File: config.mk
export PLATFORM = sky130hd
export DESIGN_NAME = ghr_checkpoint_ctrl_flat
export DESIGN_NICKNAME = d
export VERILOG_FILES = /design/src/rtl/ghr_checkpoint_ctrl_if.sv /design/src/rtl/ghr_checkpoint_ctrl.sv /design/src/flat_wrapper.sv
export SDC_FILE = /design/constraint.sdc
export NUM_CORES = 1
export LEC_CHECK = 0
export CAP_MARGIN = 0
export CORE_MARGIN = 3
export CORE_UTILIZATION = 35
export CTS_CLUSTER_DIAMETER = 60
export DETAILED_ROUTE_END_ITERATION = 8
export DONT_BUFFER_PORTS = 1
export GPL_TIMING_DRIVEN = 1
export PLACE_DENSITY = 0.53
export RECOVER_POWER = 25
export SETUP_SLACK_MARGIN = 0.15
export SLEW_MARGIN = 20
export SYNTH_ARGS = -nofsm -noshare
export SYNTH_HDL_FRONTEND = slang
export SYNTH_SLANG_ARGS = --single-unit
File: constraint.sdc
create_clock -name clock -period 2.3 [get_ports clock]
set_clock_uncertainty 0.05 [all_clocks]
set_input_delay 0.46 -clock clock [delete_from_list [all_inputs] [get_ports clock]]
set_output_delay 0.46 -clock clock [all_outputs]
set_load 0.05 [all_outputs]
File: src/rtl/ghr_checkpoint_ctrl_if.sv
// Prediction/resolution handshake between fetch, execute and the GHR
// checkpoint controller. The controller uses the slave modport.
interface ghr_checkpoint_ctrl_if;
    logic pred_valid;
    logic pred_taken;
    logic pred_ready;
    logic resolve_valid;
    logic resolve_taken;
    logic resolve_mispredict;

    modport master (
        output pred_valid, pred_taken, resolve_valid, resolve_taken, resolve_mispredict,
        input  pred_ready
    );

    modport slave (
        input  pred_valid, pred_taken, resolve_valid, resolve_taken, resolve_mispredict,
        output pred_ready
    );
endinterface

File: src/rtl/ghr_checkpoint_ctrl.sv
// Speculative/committed global-history controller with an in-order checkpoint FIFO.
// Optional build macro GHR_CKPT_STATS_EN enables the saturating mispredict counter.
module ghr_checkpoint_ctrl #(
    parameter int GHR_W = 5,
    parameter int DEPTH = 4,
    parameter int PTR_W = 2
) (
    input  logic                 clock,
    input  logic                 reset,
    ghr_checkpoint_ctrl_if.slave br,
    input  logic                 flush,
    output logic [GHR_W-1:0]     ghr_spec,
    output logic [GHR_W-1:0]     ghr_arch,
    output logic [PTR_W:0]       count,
    output logic                 full,
    output logic                 empty,
    output logic                 recovering,
    output logic [15:0]          mispredict_cnt
);

    typedef enum logic [0:0] {
        ST_RUN     = 1'b0,
        ST_RECOVER = 1'b1
    } state_t;

    state_t             state_r;
    state_t             state_s;
    logic [GHR_W-1:0]   ghr_spec_r;
    logic [GHR_W-1:0]   ghr_arch_r;
    logic [PTR_W-1:0]   head_r;
    logic [PTR_W-1:0]   tail_r;
    logic [PTR_W:0]     count_r;
    // The top bit of a pre-shift history is shifted out on restore, so it is not kept.
    logic [GHR_W-2:0]   ckpt_r [DEPTH];

    logic               full_s;
    logic               empty_s;
    logic               pred_ready_s;
    logic               recovering_s;
    logic               mispredict_s;
    logic               push_s;
    logic               pop_s;

    assign full_s  = (count_r == (PTR_W+1)'(DEPTH));
    assign empty_s = (count_r == {(PTR_W+1){1'b0}});

    // Next-state decode plus the state-derived outputs.
    always_comb begin
        state_s      = state_r;
        pred_ready_s = 1'b0;
        recovering_s = 1'b0;
        case (state_r)
            ST_RUN: begin
                pred_ready_s = !full_s;
                if (flush) begin
                    state_s = ST_RUN;
                end else if (mispredict_s) begin
                    state_s = ST_RECOVER;
                end else begin
                    state_s = ST_RUN;
                end
            end
            ST_RECOVER: begin
                recovering_s = 1'b1;
                state_s      = ST_RUN;
            end
            default: begin
                state_s = ST_RUN;
            end
        endcase
    end

    // Qualified FIFO/history events; flush outranks mispredict, which outranks push/pop.
    always_comb begin
        mispredict_s = br.resolve_valid && br.resolve_mispredict && !empty_s;
        if (flush || mispredict_s) begin
            push_s = 1'b0;
            pop_s  = 1'b0;
        end else begin
            push_s = br.pred_valid && pred_ready_s;
            pop_s  = br.resolve_valid && !br.resolve_mispredict && !empty_s;
        end
    end

    // FSM state register.
    always_ff @(posedge clock) begin
        if (reset) begin
            state_r <= ST_RUN;
        end else begin
            state_r <= state_s;
        end
    end

    // Histories, pointers and occupancy.
    always_ff @(posedge clock) begin
        if (reset) begin
            ghr_spec_r <= {GHR_W{1'b0}};
            ghr_arch_r <= {GHR_W{1'b0}};
            head_r     <= {PTR_W{1'b0}};
            tail_r     <= {PTR_W{1'b0}};
            count_r    <= {(PTR_W+1){1'b0}};
        end else if (flush) begin
            ghr_spec_r <= ghr_arch_r;
            head_r     <= {PTR_W{1'b0}};
            tail_r     <= {PTR_W{1'b0}};
            count_r    <= {(PTR_W+1){1'b0}};
        end else if (mispredict_s) begin
            ghr_spec_r <= {ckpt_r[head_r], br.resolve_taken};
            ghr_arch_r <= {ghr_arch_r[GHR_W-2:0], br.resolve_taken};
            head_r     <= {PTR_W{1'b0}};
            tail_r     <= {PTR_W{1'b0}};
            count_r    <= {(PTR_W+1){1'b0}};
        end else begin
            if (push_s) begin
                ghr_spec_r <= {ghr_spec_r[GHR_W-2:0], br.pred_taken};
                tail_r     <= tail_r + PTR_W'(1'b1);
            end
            if (pop_s) begin
                ghr_arch_r <= {ghr_arch_r[GHR_W-2:0], br.resolve_taken};
                head_r     <= head_r + PTR_W'(1'b1);
            end
            case ({push_s, pop_s})
                2'b10:   count_r <= count_r + (PTR_W+1)'(1'b1);
                2'b01:   count_r <= count_r - (PTR_W+1)'(1'b1);
                default: count_r <= count_r;
            endcase
        end
    end

    // Checkpoint storage: pre-shift speculative history of each accepted branch.
    always_ff @(posedge clock) begin
        if (reset) begin
            for (int i = 0; i < DEPTH; i++) begin
                ckpt_r[i] <= {(GHR_W-1){1'b0}};
            end
        end else if (push_s) begin
            ckpt_r[tail_r] <= ghr_spec_r[GHR_W-2:0];
        end
    end

`ifdef GHR_CKPT_STATS_EN
    logic [15:0] mispredict_cnt_r;
    logic        mp_accept_s;

    assign mp_accept_s = mispredict_s && !flush;

    // Saturating mispredict statistic, cleared only by reset.
    always_ff @(posedge clock) begin
        if (reset) begin
            mispredict_cnt_r <= 16'h0000;
        end else if (mp_accept_s && (mispredict_cnt_r != 16'hFFFF)) begin
            mispredict_cnt_r <= mispredict_cnt_r + 16'h0001;
        end
    end

    assign mispredict_cnt = mispredict_cnt_r;
`else
    assign mispredict_cnt = 16'h0000;
`endif

    assign br.pred_ready = pred_ready_s;
    assign recovering    = recovering_s;
    assign ghr_spec      = ghr_spec_r;
    assign ghr_arch      = ghr_arch_r;
    assign count         = count_r;
    assign full          = full_s;
    assign empty         = empty_s;

endmodule
File: src/flat_wrapper.sv
// flat-port wrapper written by rule: the top's interface ports become plain ports
module ghr_checkpoint_ctrl_flat 
#(
    parameter int GHR_W = 5,
    parameter int DEPTH = 4,
    parameter int PTR_W = 2
)
  (clock, reset, flush, ghr_spec, ghr_arch, count, full, empty, recovering, mispredict_cnt, br_pred_valid, br_pred_taken, br_resolve_valid, br_resolve_taken, br_resolve_mispredict, br_pred_ready);
  ghr_checkpoint_ctrl_if br_i ();
  input  logic clock;
  input  logic reset;
  input  logic flush;
  output logic [GHR_W-1:0] ghr_spec;
  output logic [GHR_W-1:0] ghr_arch;
  output logic [PTR_W:0] count;
  output logic full;
  output logic empty;
  output logic recovering;
  output logic [15:0] mispredict_cnt;
  input wire logic [$bits(br_i.pred_valid)-1:0] br_pred_valid;
  input wire logic [$bits(br_i.pred_taken)-1:0] br_pred_taken;
  input wire logic [$bits(br_i.resolve_valid)-1:0] br_resolve_valid;
  input wire logic [$bits(br_i.resolve_taken)-1:0] br_resolve_taken;
  input wire logic [$bits(br_i.resolve_mispredict)-1:0] br_resolve_mispredict;
  output wire logic [$bits(br_i.pred_ready)-1:0] br_pred_ready;
  assign br_i.pred_valid = br_pred_valid;
  assign br_i.pred_taken = br_pred_taken;
  assign br_i.resolve_valid = br_resolve_valid;
  assign br_i.resolve_taken = br_resolve_taken;
  assign br_i.resolve_mispredict = br_resolve_mispredict;
  assign br_pred_ready = br_i.pred_ready;
  ghr_checkpoint_ctrl #(.GHR_W(GHR_W), .DEPTH(DEPTH), .PTR_W(PTR_W)) u_core (.clock(clock), .reset(reset), .br(br_i), .flush(flush), .ghr_spec(ghr_spec), .ghr_arch(ghr_arch), .count(count), .full(full), .empty(empty), .recovering(recovering), .mispredict_cnt(mispredict_cnt));
endmodule
---- Word-level counts from Yosys, hierarchy flattened ----
Memory sizes are Yosys's and may differ from the RTL's. A register that Yosys moved wholly into a read port is not among the register bits.
Cells that the tools add are included.
word-level totals
  register bits after elaboration ......... 18
  bits in writable memories ............... 16
  output and inout port bits .............. 33
  memories kept ........................... 1
operators by class
  add/sub/neg operators ................... 4
  equal/unequal tests ..................... 3
  mux-type cells .......................... 23
  bitwise gates (word level) .............. 2
  reductions and logical operators ........ 16
memories
  memory         words  width  rd ports  clocked after Yosys merged registers in  wr ports  line                       source
  u_core.ckpt_r  4      4      1         1                                        4         ghr_checkpoint_ctrl.sv:34  logic [GHR_W-2:0] ckpt_r [DEPTH];
operators with widths
  operator             count
  $mux 5               5
  $mux 1               12
  $mux 2               3
  $pmux 3 s2           1
  $logic_and 1x1->1    5
  $add 2x1->2 const B  2
  $mux 4               1
  $reduce_bool 2->1    2
  $reduce_or 4->1      1
  $add 3x1->3 const B  1
  $eq 3x3->1 const B   1
  $logic_not 1->1      3
  $logic_not 3->1      1
  $reduce_bool 3->1    1
  $reduce_or 3->1      1
  $sub 3x1->3 const B  1
  $eq 2x1->1 const B   1
  $eq 2x2->1 const B   1
  $not 1->1            2
  $pmux 1 s2           1
  $reduce_and 2->1     1
  $logic_or 1x1->1     1

---- Depth between registers and ports, before layout ----
  depth after elaboration ................. 10
  depth in mapped cells ................... 10
  gate-level depth less buffers ........... 9

---- Worst setup path after synthesis ----
OpenSTA, ideal clock, no wires.
  path kind ............................... register -> register
  from .................................... register u_core.count_r[2], in the netlist u_core.count[2]
  to ...................................... register u_core.count_r[2], in the netlist u_core.count[2]
  arrival ................................. 2.718 ns
  slack ................................... -0.538 ns
  stages on the path, launching flop included .. 11
  period minus slack after synthesis ...... 2.838 ns
  cells stage by stage .................... dfxtp_1 or3b_4 and3_1 clkbuf_1 nand2_1 ha_1 inv_1 fa_1 xor2_1 or3_1 a21oi_1
on the way
  cells in the longest elaborated chain, start to end .. 7
  elaborated cells on any way between the ends .. 18
RTL lines
  what                                                          line                                                                             source
  start: declaration                                            ghr_checkpoint_ctrl.sv:32                                                        logic [PTR_W:0] count_r;
  start signal: assignment                                      ghr_checkpoint_ctrl.sv:101                                                       count_r <= {(PTR_W+1){1'b0}};
  start signal: assignment                                      ghr_checkpoint_ctrl.sv:106                                                       count_r <= {(PTR_W+1){1'b0}};
  start signal: assignment                                      ghr_checkpoint_ctrl.sv:112                                                       count_r <= {(PTR_W+1){1'b0}};
  $eq 3x3->1 / $logic_not 3->1 (equally long branches)          ghr_checkpoint_ctrl.sv:44, ghr_checkpoint_ctrl.sv:45
  $logic_not 1->1 (on tied branches)                            ghr_checkpoint_ctrl.sv:54, ghr_checkpoint_ctrl.sv:75, ghr_checkpoint_ctrl.sv:81
  $mux 1 / $logic_and 1x1->1 (equally long branches)            ghr_checkpoint_ctrl.sv:52, ghr_checkpoint_ctrl.sv:75
  $logic_and 1x1->1 / $logic_or 1x1->1 (equally long branches)  ghr_checkpoint_ctrl.sv:80, ghr_checkpoint_ctrl.sv:76
  $mux 1                                                        ghr_checkpoint_ctrl.sv:76                                                        if (flush || mispredict_s) begin
  $eq 2x1->1 / $eq 2x2->1 (equally long branches)               ghr_checkpoint_ctrl.sv:122                                                       case ({push_s, pop_s})
  $pmux 3 s2 / $reduce_bool 2->1 (equally long branches)        -
Several ways; a longest one is shown, not always the timed one.
A chain may end at the register's enable or synchronous reset.

---- Worst setup path after layout ----
  from .................................... register u_core.count_r[0], in the netlist u_core.count[0]
  to ...................................... register u_core.count_r[2], in the netlist u_core.count[2]
The elaborated chain is that of the path after synthesis.

==> flow_summary.toml <==
[outcome]
status = "complete, no violations"

[synth]
synthesis.area_sq_um = 1860
synth_seq_area_share_pct = 47.3
syn_area_per_cell_sq_um = 11.1
yosys_warnings = 0
synthDominantCellAreaShare_pct = 25.8
synth_edf_count = 16
yosys-top-cells-area = "edfxtp_1 26%, dfxtp_1 22%, buf_4 6.5%"
synthCells = 167
synthArstFlopShare_pct = 0
synth_top_area_cell = "edfxtp_1"
synthDistinctLibCells = 42
synth_seq_cells = 36
synth.most_common_cell = "dfxtp_1"
synth_common_cells = "20 x dfxtp_1, 18 x nor2_1, 16 x buf_4, 16 x edfxtp_1, 13 x and2_1"
synth_flop_cell = "dfxtp_1"

[global_route]
grt_max_degree = 19
grtUsageTotal_pct = 13.7
grt_first_pass_wirelength_um = 6490
grt_pass1_vias = 1282
grt_overflow = 0
antenna_found_initial = 0

[routing]
wirelength_met1_um = 1630
top_layer = "met4"
met2WireLength_um = 1930
first_iter_violations = 89
ant_nets = 0
met3WireLength_um = 344
drcViolationCount = 0
viasPerCell = 4.98
via_count = 1250
drtPass1Iterations = 4
wl_per_cell_um = 15.9
routed_wl_um = 3990

[critical_path]
crit_path_start_kind = "flop"
cp.required_ns = 2.47
cp_max_fo = 4
worstSetupPathType = "flop to flop"
end_kind = "flop"
arrival_ns = 2.37

[floorplanning]
die_w_um = 78.9
die_height_um = 78.9
rows = 25
core_sq_um = 4940
die_area_sq_um = 6230
start_util_pct = 37.6
io-pin-count = 41

[pwr]
swShare_pct = 26.9
power_switching_mw = 0.369
clockPowerShare_pct = 35.6
pwr-share-comb_pct = 11.9
pwr-share-seq_pct = 52.5
internal_power_mw = 1.00
ir_drop_mv = 0.271
power_mw = 1.37
leakage_nw = 0.768
powerDensity_nw_per_um2 = 656

[timing]
min_period_ns = 2.21
rsz0062_at_grt = "true"
slew_headroom_pct = 50.8
setup_viol = 0
slew_violations = 0
worst_pin_slew_ns = 0.738
fmax_mhz = 453
fin_ws_ns = 0.0931
finalCritPeriodShare_pct = 96.0
timing.hold.ws_ns = 0.181
hold_violations = 0

[clock_network]
htree_levels = 2
tritoncts = "done"
root_buffer = "clkbuf_8"
path_clk_slew_ns = 0.07
cts_buffers = 5
clockBufferDepth = 2
cts_sinks = 36
clock_insertion_delay_worst_skew_ns = 0.29

[final_layout]
fin_util_pct = 42.3
area.growth.synth_to_final_pct = 12.3
num_antenna_cells = 0
drive_gt1_share_pct = 25.0
fin_nets = 193

[place]
dp_slack_ns = 0.0647
portBuffers = 0
dpl.hpwl_um = 3010
place_congestion = 0.800

[job]
drv_cap = 0

[worst_hold_path]
hold_path.class = "input pin to flop"
## flip-flops by register name, summed over array words and instances, names as in the netlist, named ones only
register / cells
u_core.count: 3
u_core.tail_r: 2
u_core.ghr_arch: 5
u_core.state_r: 1
u_core.head_r: 2
u_core.ghr_spec: 5
u_core.ckpt_r: 16
## cell families after synthesis
logic type | count (synthesis) | synth area share [%]
adders and majority gates | 2 | 1.75
and+or+nand+nor | 63 | 20.5
AOI/OAI and AO/OA | 22 | 10.7
other | 1 | 0.202
muxes | 9 | 7.53
xor gates and xnor gates | 4 | 1.88
buffers and inverters | 30 | 10.1
DFF | 36 | 47.3
## timing repair
item | CTS | global route
setup buffers | 4 | 0
pin swaps | 2 | 0
hold buffers | 0 | 0
endpoints found under the setup margin | 2 | 2
gates resized for setup | 3 | 1
## final timing paths
kind	startpoint	slack, ns	depth (start not counted)	to
setup / recovery	u_core.count[0]	0.09	9	u_core.count[2]
hold / removal	reset	0.18	1	u_core.ghr_spec[4]
setup reg to reg	u_core.count[0]	0.09	9	u_core.count[2]
hold reg to reg	u_core.head_r[1]	0.48	2	u_core.head_r[1]
## critical path: stages (launching register included)
cell	delay [ns]
dfxtp_4	0.36
or3b_4	0.39
and3_4	0.20
nand2_4	0.06
ha_4	0.13
inv_2	0.03
fa_2	0.32
xor2_1	0.15
or3_1	0.30
a21oi_1	0.12
## metal layers
metal | vias to the layer above | track usage, %
li1 | 596 | -
met1 | 597 | 15.9
met2 | 47 | 23.2
met3 | 10 | 5.10
met4 | 0 | 5.15
met5 | - | 0
## power groups by stage
stage	Sequential (mW)	Combinational, mW	Clock [mW]
finish	0.719	0.163	0.488
global route	0.721	0.173	0.527
CTS	0.719	0.165	0.499
detailed placement	0.737	0.161	0
global placement	0.736	0.159	0
floorplan	0.738	0.160	0
## metrics by stage
step	TNS, ns	std cells	area [sq um]
finish	0	251	2090
floorplan	-0.0848	182	1960
CTS	0	251	2110
global route	0	251	2090
global placement	0	239	1970
detailed placement	0	239	1970
## layout by cell type, fill, tap and decap left out, types with 5 or more instances in the layout
cell type | netlist | final
inv_1 | 8 | 7
buf_4 | 16 | 10
mux2i_1 | 5 | 5
clkbuf_8 | 0 | 7
and2_1 | 13 | 13
dfxtp_1 | 20 | 17
clkbuf_1 | 3 | 7
nand2_1 | 6 | 5
nor2_1 | 18 | 16
conb_1 | 1 | 16
edfxtp_1 | 16 | 16
## cell type report
cell class	count	area [sq um]
timing repair buffer	16	97.6
inverter	8	30.0
fill	508	2850
clock buffer	8	100
sequential	36	892
tap	67	83.8
multi-input combinational	116	886
No activity file was read; power rests on OpenSTA's default activity.
